==> src/rtl/mb_txn_ctrl.sv <==
// Multibanco withdrawal transaction controller.
// Card/PIN/amount checks, dispenser handshake, balance write-back.
module mb_txn_ctrl #(
    parameter int MAX_TRIES = 3,
    parameter int TIMEOUT   = 200
) (
    input  logic       CLK,
    input  logic       RST_N,
    input  logic       CARD,
    input  logic [5:0] COD,
    input  logic [4:0] SALDO,
    input  logic [4:0] PIN,
    input  logic       PIN_VALID,
    input  logic [4:0] VAL,
    input  logic       VAL_VALID,
    input  logic       CANCEL,
    input  logic       DISP_ACK,
    output logic       DISP_REQ,
    output logic [4:0] VAL_OUT,
    output logic [4:0] SALDO_OUT,
    output logic       SALDO_WE,
    output logic [5:0] ECRA,
    output logic       PAR,
    output logic       EJECT,
    output logic       CAPT,
    output logic [2:0] STATE
);

    localparam logic [2:0] S_IDLE  = 3'd0;
    localparam logic [2:0] S_PIN   = 3'd1;
    localparam logic [2:0] S_VAL   = 3'd2;
    localparam logic [2:0] S_DISP  = 3'd3;
    localparam logic [2:0] S_EJECT = 3'd4;
    localparam logic [2:0] S_CAPT  = 3'd5;

    localparam logic [2:0] TRIES0 = 3'(MAX_TRIES);
    localparam logic [7:0] TMO    = 8'(TIMEOUT);

    logic [2:0] r_state;
    logic [4:0] r_bal;
    logic [5:0] r_codr;
    logic [2:0] r_tries;
    logic [7:0] r_tmo;
    logic       r_hold;
    logic       r_disp_req;
    logic [4:0] r_val_out;
    logic [4:0] r_saldo_out;
    logic       r_saldo_we;
    logic [5:0] r_ecra;
    logic       r_par;
    logic       r_eject;
    logic       r_capt;

    logic [2:0] w_state;
    logic [4:0] w_bal;
    logic [5:0] w_codr;
    logic [2:0] w_tries;
    logic [7:0] w_tmo;
    logic       w_hold;
    logic       w_disp_req;
    logic [4:0] w_val_out;
    logic [4:0] w_saldo_out;
    logic       w_saldo_we;
    logic [5:0] w_ecra;
    logic       w_eject;
    logic       w_capt;

    logic [2:0] w_tries_dec;
    logic [4:0] w_bal_new;
    logic       w_tmo_hit;
    logic       w_strobe;
    logic       w_pin_ok;
    logic       w_val_bad;

    assign w_tries_dec = r_tries - 3'd1;
    assign w_bal_new   = r_bal - r_val_out;
    assign w_tmo_hit   = (r_tmo == TMO);
    assign w_strobe    = PIN_VALID | VAL_VALID;
    assign w_pin_ok    = ({1'b0, PIN} == r_codr);
    assign w_val_bad   = (VAL == 5'd0) || (VAL > r_bal);

    // Next-state and next-output decode for the transaction sequence
    always_comb begin
        w_state     = r_state;
        w_bal       = r_bal;
        w_codr      = r_codr;
        w_tries     = r_tries;
        w_tmo       = 8'd0;
        w_hold      = r_hold;
        w_disp_req  = r_disp_req;
        w_val_out   = r_val_out;
        w_saldo_out = r_saldo_out;
        w_saldo_we  = 1'b0;
        w_ecra      = r_ecra;
        w_eject     = r_eject;
        w_capt      = 1'b0;
        case (r_state)
            S_IDLE: begin
                if (!CARD) begin
                    w_hold = 1'b0;
                end else if (!r_hold) begin
                    w_bal   = SALDO;
                    w_codr  = COD;
                    w_tries = TRIES0;
                    w_ecra  = 6'd0;
                    w_state = S_PIN;
                end
            end
            S_PIN, S_VAL: begin
                if (!CARD) begin
                    w_state = S_IDLE;
                end else if (CANCEL || w_tmo_hit) begin
                    w_state = S_EJECT;
                    w_eject = 1'b1;
                end else if (r_state == S_PIN) begin
                    if (PIN_VALID && w_pin_ok) begin
                        w_ecra  = {1'b0, r_bal};
                        w_state = S_VAL;
                    end else if (PIN_VALID) begin
                        w_tries = w_tries_dec;
                        if (w_tries_dec == 3'd0) begin
                            w_state = S_CAPT;
                            w_capt  = 1'b1;
                            w_ecra  = 6'h3F;
                        end else begin
                            w_ecra = {3'd0, w_tries_dec};
                        end
                    end
                end else if (VAL_VALID) begin
                    if (w_val_bad) begin
                        w_ecra = 6'h3E;
                    end else begin
                        w_val_out  = VAL;
                        w_disp_req = 1'b1;
                        w_state    = S_DISP;
                    end
                end
                if (w_state == r_state && !w_strobe)
                    w_tmo = r_tmo + 8'd1;
            end
            S_DISP: begin
                if (DISP_ACK) begin
                    w_disp_req  = 1'b0;
                    w_bal       = w_bal_new;
                    w_saldo_out = w_bal_new;
                    w_saldo_we  = 1'b1;
                    w_ecra      = {1'b0, w_bal_new};
                    w_eject     = CARD;
                    w_state     = S_EJECT;
                end
            end
            S_EJECT: begin
                if (!CARD) begin
                    w_eject = 1'b0;
                    w_ecra  = 6'd0;
                    w_state = S_IDLE;
                end else begin
                    w_eject = 1'b1;
                end
            end
            S_CAPT: begin
                w_hold  = 1'b1;
                w_state = S_IDLE;
            end
            default: begin
                w_state = S_IDLE;
            end
        endcase
    end

    // State and registered outputs, cleared asynchronously
    always_ff @(posedge CLK or negedge RST_N) begin
        if (!RST_N) begin
            r_state     <= S_IDLE;
            r_bal       <= 5'd0;
            r_codr      <= 6'd0;
            r_tries     <= TRIES0;
            r_tmo       <= 8'd0;
            r_hold      <= 1'b0;
            r_disp_req  <= 1'b0;
            r_val_out   <= 5'd0;
            r_saldo_out <= 5'd0;
            r_saldo_we  <= 1'b0;
            r_ecra      <= 6'd0;
            r_par       <= 1'b0;
            r_eject     <= 1'b0;
            r_capt      <= 1'b0;
        end else begin
            r_state     <= w_state;
            r_bal       <= w_bal;
            r_codr      <= w_codr;
            r_tries     <= w_tries;
            r_tmo       <= w_tmo;
            r_hold      <= w_hold;
            r_disp_req  <= w_disp_req;
            r_val_out   <= w_val_out;
            r_saldo_out <= w_saldo_out;
            r_saldo_we  <= w_saldo_we;
            r_ecra      <= w_ecra;
            r_par       <= ^w_ecra;
            r_eject     <= w_eject;
            r_capt      <= w_capt;
        end
    end

    assign DISP_REQ  = r_disp_req;
    assign VAL_OUT   = r_val_out;
    assign SALDO_OUT = r_saldo_out;
    assign SALDO_WE  = r_saldo_we;
    assign ECRA      = r_ecra;
    assign PAR       = r_par;
    assign EJECT     = r_eject;
    assign CAPT      = r_capt;
    assign STATE     = r_state;

endmodule

==> config.mk <==
export PLATFORM = sky130hd
export DESIGN_NAME = mb_txn_ctrl
export DESIGN_NICKNAME = d
export VERILOG_FILES = /design/src/rtl/mb_txn_ctrl.sv
export SDC_FILE = /design/constraint.sdc
export NUM_CORES = 1
export LEC_CHECK = 0
export CAP_MARGIN = 20
export CORE_ASPECT_RATIO = 1.75
export CORE_MARGIN = 3
export CORE_UTILIZATION = 33
export CTS_BUF_LIST = sky130_fd_sc_hd__clkbuf_8
export DETAILED_ROUTE_END_ITERATION = 16
export DONT_BUFFER_PORTS = 1
export SYNTH_ARGS = -nofsm -noshare
export SYNTH_HDL_FRONTEND = slang
export SYNTH_SLANG_ARGS = --single-unit
==> constraint.sdc <==
create_clock -name CLK -period 3.04 [get_ports CLK]
set_input_delay 0.152 -clock CLK [delete_from_list [all_inputs] [get_ports CLK]]
set_output_delay 0.152 -clock CLK [all_outputs]
set_load 0.05 [all_outputs]
==> results of run 1 <==
-- logic make-up (layout without fill, tap and decap cells) --
kind of cell    count (synthesis)  in the layout
flops                          47             47
xor+xnor                       20             20
mux                            10             10
buf+inv                        33             55
compound gates                 79             79
simple gates                  120            120
fa+ha+maj                      14             14
-- Yosys cell counts, types with 3 or more instances --
cell	count
nand3_1	11
a31oi_1	9
and3_1	4
nand2b_1	5
nand4_1	3
dfrtp_1	45
a21oi_1	15
nor3_1	5
clkbuf_1	8
xor2_1	6
nor2b_1	13
nand2_1	33
a21o_1	3
nand3b_1	3
xnor2_1	13
o211ai_1	5
ha_1	13
o21ai_1	5
o31ai_1	3
or4_1	6
o21ai_0	16
inv_1	23
mux2_1	7
o21a_1	3
o221ai_2	4
nor2_1	22
-- final cells by class --
class | count | area (um2) | share of cell area
clock buffers | 5 | 68.8 | 0.0201
flip-flops and latches | 47 | 1180 | 0.344
repair buffers | 24 | 233 | 0.0679
well taps | 117 | 146 | 0.0427
clock inverters | 3 | 47.5 | 0.0139
inverters | 23 | 86.3 | 0.0252
multi-input cells | 243 | 1670 | 0.486
-- flip-flops by register name (all words and copies together) (netlist names) --
name and cells:
CAPT 1, DISP_REQ 1, ECRA 6, EJECT 1
PAR 1, SALDO_OUT 5, SALDO_WE 1, STATE 3
VAL_OUT 5, r_bal 5, r_codr 6, r_hold 1
r_tmo 8, r_tries 3
-- layer usage --
metal	up-vias	global-route usage
li1	1195	-
met1	1167	0.169
met2	45	0.304
met3	11	0.0295
met4	0	0.0743
met5	-	0
-- worst min path at each step --
stage,from,end
6_report,DISP_ACK,DISP_REQ
5_1_grt,SALDO[0],r_bal[0]
4_1_cts,DISP_ACK,DISP_REQ
3_5_place_dp,RST_N,STATE[1]
3_3_place_gp,RST_N,EJECT
2_1_floorplan,RST_N,CAPT
-- metrics by stage --
stage	worst slack (ps)	util	area (um2)	std cells	hold slack, ps
after floorplan	406	-	2980	323	-144
after global placement	519	0.361	3150	440	-142
after detailed placement	466	0.361	3150	440	-142
after CTS	428	0.393	3430	462	17.4
after global routing	221	0.393	3430	462	37.2
final	428	0.393	3430	462	32.1
-- critical path, delay by kind of cell (launching register included) --
family                    cells  cell delay [ps]
DFF                           1              400
AOI/OAI and AO/OA             2              410
xor gates and xnor gates      4              670
and+or+nand+nor               2             1060
-- power by group --
part | switching (mW) | internal, mW | total [mW]
combinational | 0.664 | 0.498 | 1.16
clock | 0.241 | 0.250 | 0.491
sequential | 0.315 | 0.780 | 1.10
total | 1.22 | 1.53 | 2.75
==> impl_metrics.csv, run 1 <==
group,metric,value,unit
placement,hpwl,6.14,mm
timing,min_period,2610,ps
setup_path,slowest_delay,650,ps
logic_synthesis,synth_area,2980,um2
worst_hold_path,worstHoldPathCells,3,
final_layout,nets,386,
floorplanning,die_w,77.8,um
setup_path,cp.arrival,2860,ps
timing,final-setup-viol-count,0,
drt,drc,0,
timing,final_hold_viol_count,0,
worst_hold_path,hold_path_class,"primary input to register",
setup_path,r2r.worst_path.cells,8,
setup_path,timing.critical_path.mode_cell,"xnor2_1",
logic_synthesis,synth-simple-area-share,0.215,
clocking,ctsResizeCount,0,
clocking,cts_tree,"yes",
drt,wl_per_cell,17.1,um
placement,gp_congestion,0.810,
job,maxCapViolations,0,
timing,slew_headroom,0.565,
clocking,cts_buffer_depth,2,
logic_synthesis,synth_top_family_by_area,"simple AND/OR/NAND/NOR gates",
clocking,cts_max_level,2,
drt,totalWireLength,7.89,mm
clocking,clk-insertion-delay-late,320,ps
floorplanning,die_area,10200,um2
timing,drv_slew,0,
drt,drtIter0Drc,114,
floorplanning,die_y,132,um
logic_synthesis,synth.area.top_cells,"dfrtp_1, ha_1, nand2_1",
drt,antenna_left,0,
setup_path,timing.rr.end,"PAR",
pwr,power_density,802,nW/um2
setup_path,path_cells,"xnor2_1 -> nand4_1 -> or4_1 -> a31oi_1 -> o221ai_2 -> xnor2_1 -> xnor2_1 -> xnor2_1",
placement,portBuffers,0,
logic_synthesis,synth_area_per_cell,9.22,um2
setup_path,critPathKind,"register to register",
final_layout,antennaDiodeCount,0,
grt,grt_max_degree,48,
setup_path,rrSetupSlack,430,ps
timing,setup_tns,0,ps
pwr,p_total,2.75,mW
setup_path,critPathSlowestCell,"or4_1",
drt,wl_met1,2.92,mm
logic_synthesis,yosysUniqueCellTypes,60,
timing,fmax,383,MHz
final_layout,syn_to_final_growth,15.1,%
drt,dr_wl_met3,251,um
logic_synthesis,ys_seq_area_frac,0.396,
setup_path,r2r-start,"r_codr[2]",
logic_synthesis,synthMuxAreaShare,0.0370,
timing,rsz0062_at_grt,"false",
floorplanning,initial_core_util,0.341,
timing,final.setup_skew,6.47,ps
logic_synthesis,ys_ff_latch,47,
logic_synthesis,synth_area_leader_cell,"dfrtp_1",
logic_synthesis,synth_top_area_share,0.378,
timing,worst_pin_slew,652,ps
floorplanning,coreArea,8730,um2
drt,first_pass_iters,4,
logic_synthesis,synth-edff-count,0,
clocking,cts_num_sinks,47,
floorplanning,num_rows,45,
logic_synthesis,ys_warn_count,0,
setup_path,startpoint_type,"register",
outcome,status,"complete, no violations",
logic_synthesis,syn-num-nets,365,
final_layout,drive_above_1_share,0.0957,
grt,track_usage,0.162,
drt,num_vias,2418,
logic_synthesis,synthCells,323,
logic_synthesis,synth_fa_ha_area_frac,0.0613,
floorplanning,io_pins,52,
setup_path,crit_path_start,"r_codr[2]",
pwr,vdd_drop_max,0.323,mV
grt,antenna_found_initial,0,
logic_synthesis,synth_xor_area_frac,0.0634,
clocking,cts_buffers,5,
clocking,root_buffer,"clkbuf_8",
logic_synthesis,ys.flop_type,"dfrtp_1",
drt,route.met2.wl,4.46,mm
setup_path,endpoint,"PAR",
final_layout,fillers,879,
pwr,leakagePower,1.52,nW
setup_path,cp_max_fo,11,
final_layout,final_common_cell,"dfrtp_1",
clocking,post-cts-setup-buffers,0,
drt,highest_layer,"met4",
clocking,clk_pin_slew,100,ps
timing,finalCritPeriodShare,0.859,
logic_synthesis,synth_compound_area_frac,0.184,
drt,viasPerCell,5.23,
setup_path,end_kind,"register",
grt,grt_pass1_wl,13.1,mm
grt,overflow,0,
setup_path,critPathRequiredTime,3290,ps
grt,grt_pass1_vias,2541,
clocking,cts_hold_buf,14,
final_layout,layout_common_cells,"dfrtp_1, nand2_1, inv_1",
logic_synthesis,synthArstFlopShare,1.00,
Note: power is estimated with default switching activity, not from simulation.
==> inputs of run 2 (changes only) <==
==> constraint.sdc (replaced) <==
create_clock -name CLK -period 3.04 [get_ports CLK]
set_input_delay 0.608 -clock CLK [delete_from_list [all_inputs] [get_ports CLK]]
set_output_delay 0.608 -clock CLK [all_outputs]
set_load 0.05 [all_outputs]
==> impl_metrics.csv, run 2 (synthesis results as in run 1) <==
group,metric,value,unit
outcome,status,"complete, no violations",
placement,gp_congestion,0.777,
final_layout,final_area,3280,um2
drt,num_vias,2364,
final_layout,final_common_cell,"dfrtp_1",
floorplanning,num_rows,45,
drt,antenna_left,0,
clocking,cts_num_sinks,47,
grt,antenna_found_initial,0,
grt,grt_pass1_wl,12.5,mm
drt,totalWireLength,7.84,mm
final_layout,fin_util,0.376,
timing,layout_setup_ws,396,ps
final_layout,drive_above_1_share,0.0937,
placement,placed_area,3150,um2
timing,finalCritPeriodShare,0.870,
drt,drtIter0Drc,53,
clocking,root_buffer,"clkbuf_8",
grt,overflow,0,
clocking,cts_buffer_depth,2,
setup_path,cp_max_fo,3,
timing,drv_slew,0,
floorplanning,coreArea,8730,um2
timing,min_period,2640,ps
job,maxCapViolations,0,
clocking,clk-insertion-delay-late,310,ps
drt,drc,0,
timing,final.setup_skew,10.2,ps
floorplanning,io_pins,52,
final_layout,layout_common_cells,"dfrtp_1, nand2_1, inv_1",
setup_path,cp.arrival,2870,ps
setup_path,critPathBufInv,2,
worst_hold_path,hold_path_class,"primary input to asynchronous set/reset pin",
setup_path,critPathRequiredTime,3270,ps
setup_path,critPathSlowestCell,"dfrtp_1",
placement,portBuffers,0,
setup_path,end_kind,"register",
setup_path,startpoint_type,"register",
floorplanning,die_w,77.8,um
clocking,post-cts-setup-buffers,0,
setup_path,path_depth,12,
timing,setup_tns,0,ps
timing,worst_pin_slew,647,ps
floorplanning,die_y,132,um
final_layout,final_cells,448,
floorplanning,die_area,10200,um2
drt,wl_per_cell,17.5,um
final_layout,antennaDiodeCount,0,
floorplanning,initial_core_util,0.341,
clocking,clk_pin_slew,90,ps
setup_path,slowest_delay,420,ps
final_layout,nets,373,
clocking,cts_tree,"yes",
setup_path,r2r.worst_path.cells,12,
pwr,power_density,819,nW/um2
setup_path,timing.critical_path.mode_cell,"xnor2_1",
grt,track_usage,0.157,
grt,grt_max_degree,46,
final_layout,largest_register_ff_count,8,
timing,fmax,378,MHz
timing,slew_headroom,0.569,
pwr,leakagePower,1.46,nW
placement,hpwl,6.10,mm
timing,final_hold_viol_count,0,
clocking,cts_max_level,2,
pwr,vdd_drop_max,0.276,mV
clocking,ctsResizeCount,0,
final_layout,regMostFlops,"r_tmo",
placement,placed_cells,440,
final_layout,syn_to_final_growth,10.3,%
setup_path,critical_path.top_delay_family,"XOR/XNOR gates",
placement,preCtsSetupSlack,376,ps
drt,first_pass_iters,4,
timing,rsz0062_at_grt,"false",
drt,viasPerCell,5.28,
setup_path,path_cells,"inv_1 -> ha_1 -> inv_1 -> fa_1 -> a21o_1 -> a21oi_1 -> xnor3_1 -> nand2_1 -> o221ai_2 -> xnor2_1 -> xnor2_1 -> xnor2_1",
grt,grt_pass1_vias,2446,
clocking,cts_buffers,5,
timing,final-setup-viol-count,0,
clocking,cts_hold_buf,1,
setup_path,critPathKind,"register to register",
-- run 2: layout make-up --
cell class,instances,area [um2]
inverters,23,86.3
multi-input cells,243,1670
clock inverters,2,33.8
clock buffers,5,68.8
fillers,880,5440
repair buffers,11,103
flip-flops and latches,47,1180
well taps,117,146
-- run 2: through the flow --
stage               total power, mW  hold WS, ps
global route                   2.88          130
finish                         2.69          135
detailed placement             2.24          314
global placement               2.21          314
floorplan                      1.96          312
CTS                            2.71          137
-- run 2: where the power goes --
| part | total (mW) | switching (mW) | internal, mW |
|---|---|---|---|
| clock | 0.449 | 0.211 | 0.238 |
| combinational | 1.14 | 0.655 | 0.486 |
| sequential | 1.10 | 0.320 | 0.780 |
| total | 2.69 | 1.19 | 1.50 |
-- run 2: final timing paths --
kind	from	endpoint	slack (ps)
worst max-delay path	r_bal[0]	PAR	400
worst min-delay path	RST_N	EJECT	130
worst max register to register	r_bal[0]	PAR	400
worst min register to register	r_codr[5]	r_codr[5]	490
max in group asynchronous	RST_N	ECRA[4]	2680
min in group CLK	VAL[1]	VAL_OUT[1]	420
-- run 2: routing by layer --
metal / vias to the layer above / routed length (um) / track usage
li1: 1164 / - / -
met1: 1140 / 2810 / 0.157
met2: 43 / 4370 / 0.288
met3: 17 / 289 / 0.0322
met4: 0 / 379 / 0.0921
met5: - / 0 / 0
==> inputs of run 3 (changes only) <==
==> constraint.sdc (replaced) <==
create_clock -name CLK -period 3.04 [get_ports CLK]
set_input_delay 0.608 -clock CLK [delete_from_list [all_inputs] [get_ports CLK]]
set_output_delay 0.608 -clock CLK [all_outputs]
set_load 0.005 [all_outputs]
==> impl_metrics.csv, run 3 (synthesis results as in run 1) <==
group,metric,value,unit
job,maxCapViolations,0,
setup_path,critPathBufInv,2,
grt,grt_pass1_wl,13.0,mm
final_layout,fillers,883,
final_layout,final_cells,446,
final_layout,final_area,3290,um2
clocking,cts_max_level,2,
placement,gp_congestion,0.793,
timing,finalCritPeriodShare,0.873,
floorplanning,num_rows,45,
timing,layout_setup_ws,386,ps
grt,antenna_found_initial,0,
final_layout,largest_register_ff_count,8,
pwr,leakagePower,1.46,nW
clocking,cts_buffer_depth,2,
setup_path,slowest_delay,410,ps
drt,antenna_left,0,
timing,timing.hold.ws,131,ps
final_layout,drive_above_1_share,0.0881,
final_layout,nets,370,
final_layout,multi_input_area,1670,um2
timing,final-setup-viol-count,0,
drt,viasPerCell,5.41,
setup_path,path_cells,"inv_1 -> ha_1 -> inv_1 -> fa_1 -> a21o_1 -> a21oi_1 -> xnor3_1 -> nand2_1 -> o221ai_2 -> xnor2_1 -> xnor2_1 -> xnor2_1",
clocking,cts_num_sinks,47,
floorplanning,io_pins,52,
pwr,p_total,2.59,mW
setup_path,critical_path.top_delay_family,"XOR/XNOR gates",
floorplanning,die_w,77.8,um
clocking,cts_buffers,5,
setup_path,cp_max_fo,3,
clocking,clk_pin_slew,90,ps
final_layout,antennaDiodeCount,0,
outcome,status,"complete, no violations",
worst_hold_path,hold_path_class,"primary input to asynchronous set/reset pin",
grt,track_usage,0.162,
placement,preCtsSetupSlack,418,ps
pwr,vdd_drop_max,0.323,mV
timing,drv_slew,0,
floorplanning,die_area,10200,um2
setup_path,critPathRequiredTime,3280,ps
placement,placed_cells,437,
timing,setup_tns,0,ps
drt,drc,0,
grt,overflow,0,
placement,portBuffers,0,
grt,grt_pass1_vias,2489,
placement,placed_area,3130,um2
drt,drtIter0Drc,107,
final_layout,syn_to_final_growth,10.5,%
final_layout,final_common_cell,"dfrtp_1",
timing,slew_headroom,0.579,
grt,grt_max_degree,46,
clocking,ctsResizeCount,0,
clocking,root_buffer,"clkbuf_8",
timing,final_hold_viol_count,0,
timing,final.setup_skew,3.85,ps
timing,rsz0062_at_grt,"false",
floorplanning,die_y,132,um
final_layout,seq_area,1180,um2
clocking,clk-insertion-delay-late,310,ps
setup_path,end_kind,"register",
drt,num_vias,2415,
timing,worst_pin_slew,631,ps
setup_path,critPathSlowestCell,"dfrtp_1",
placement,hpwl,6.15,mm
setup_path,critPathKind,"register to register",
final_layout,fin_util,0.377,
setup_path,cp.arrival,2890,ps
drt,first_pass_iters,4,
pwr,power_density,786,nW/um2
final_layout,regMostFlops,"r_tmo",
floorplanning,initial_core_util,0.341,
drt,wl_per_cell,17.7,um
setup_path,timing.critical_path.mode_cell,"xnor2_1",
setup_path,startpoint_type,"register",
timing,min_period,2650,ps
final_layout,layout_common_cells,"dfrtp_1, nand2_1, inv_1",
timing,fmax,377,MHz
clocking,cts_tree,"yes",
floorplanning,coreArea,8730,um2
drt,totalWireLength,7.91,mm
-- run 3: cell type report --
type,instances,area share
tap,117,0.0445
clock inverter,3,0.0194
timing repair buffer,8,0.0243
inverter,23,0.0262
sequential,47,0.358
clock buffer,5,0.0209
multi-input combinational,243,0.507
-- run 3: report_power, final --
part | internal (mW) | total (mW) | switching, mW
combinational | 0.488 | 1.11 | 0.617
sequential | 0.784 | 0.935 | 0.151
clock | 0.325 | 0.548 | 0.223
-- run 3: what timing repair did --
item / in CTS / in global routing
buffers inserted: 0 / 0
hold buffers: 1 / 0
endpoints found under the hold margin: 45 / 0
-- run 3: final timing paths --
kind / endpoint / cells after the start / startpoint / slack [ps]
hold / removal: r_tries[0] / 0 / RST_N / 130
setup reg to reg: PAR / 12 / r_bal[0] / 390
setup / recovery: PAR / 12 / r_bal[0] / 390
hold reg to reg: r_tries[1] / 2 / r_tries[1] / 510
max in group asynchronous: SALDO_OUT[4] / 1 / RST_N / 2700
min in group CLK: VAL_OUT[2] / 2 / VAL[2] / 410
-- run 3: metal layers --
layer	track usage	share of wire
met1	0.165	0.36
met2	0.301	0.56
met3	0.0316	0.037
met4	0.0851	0.044
met5	0	0
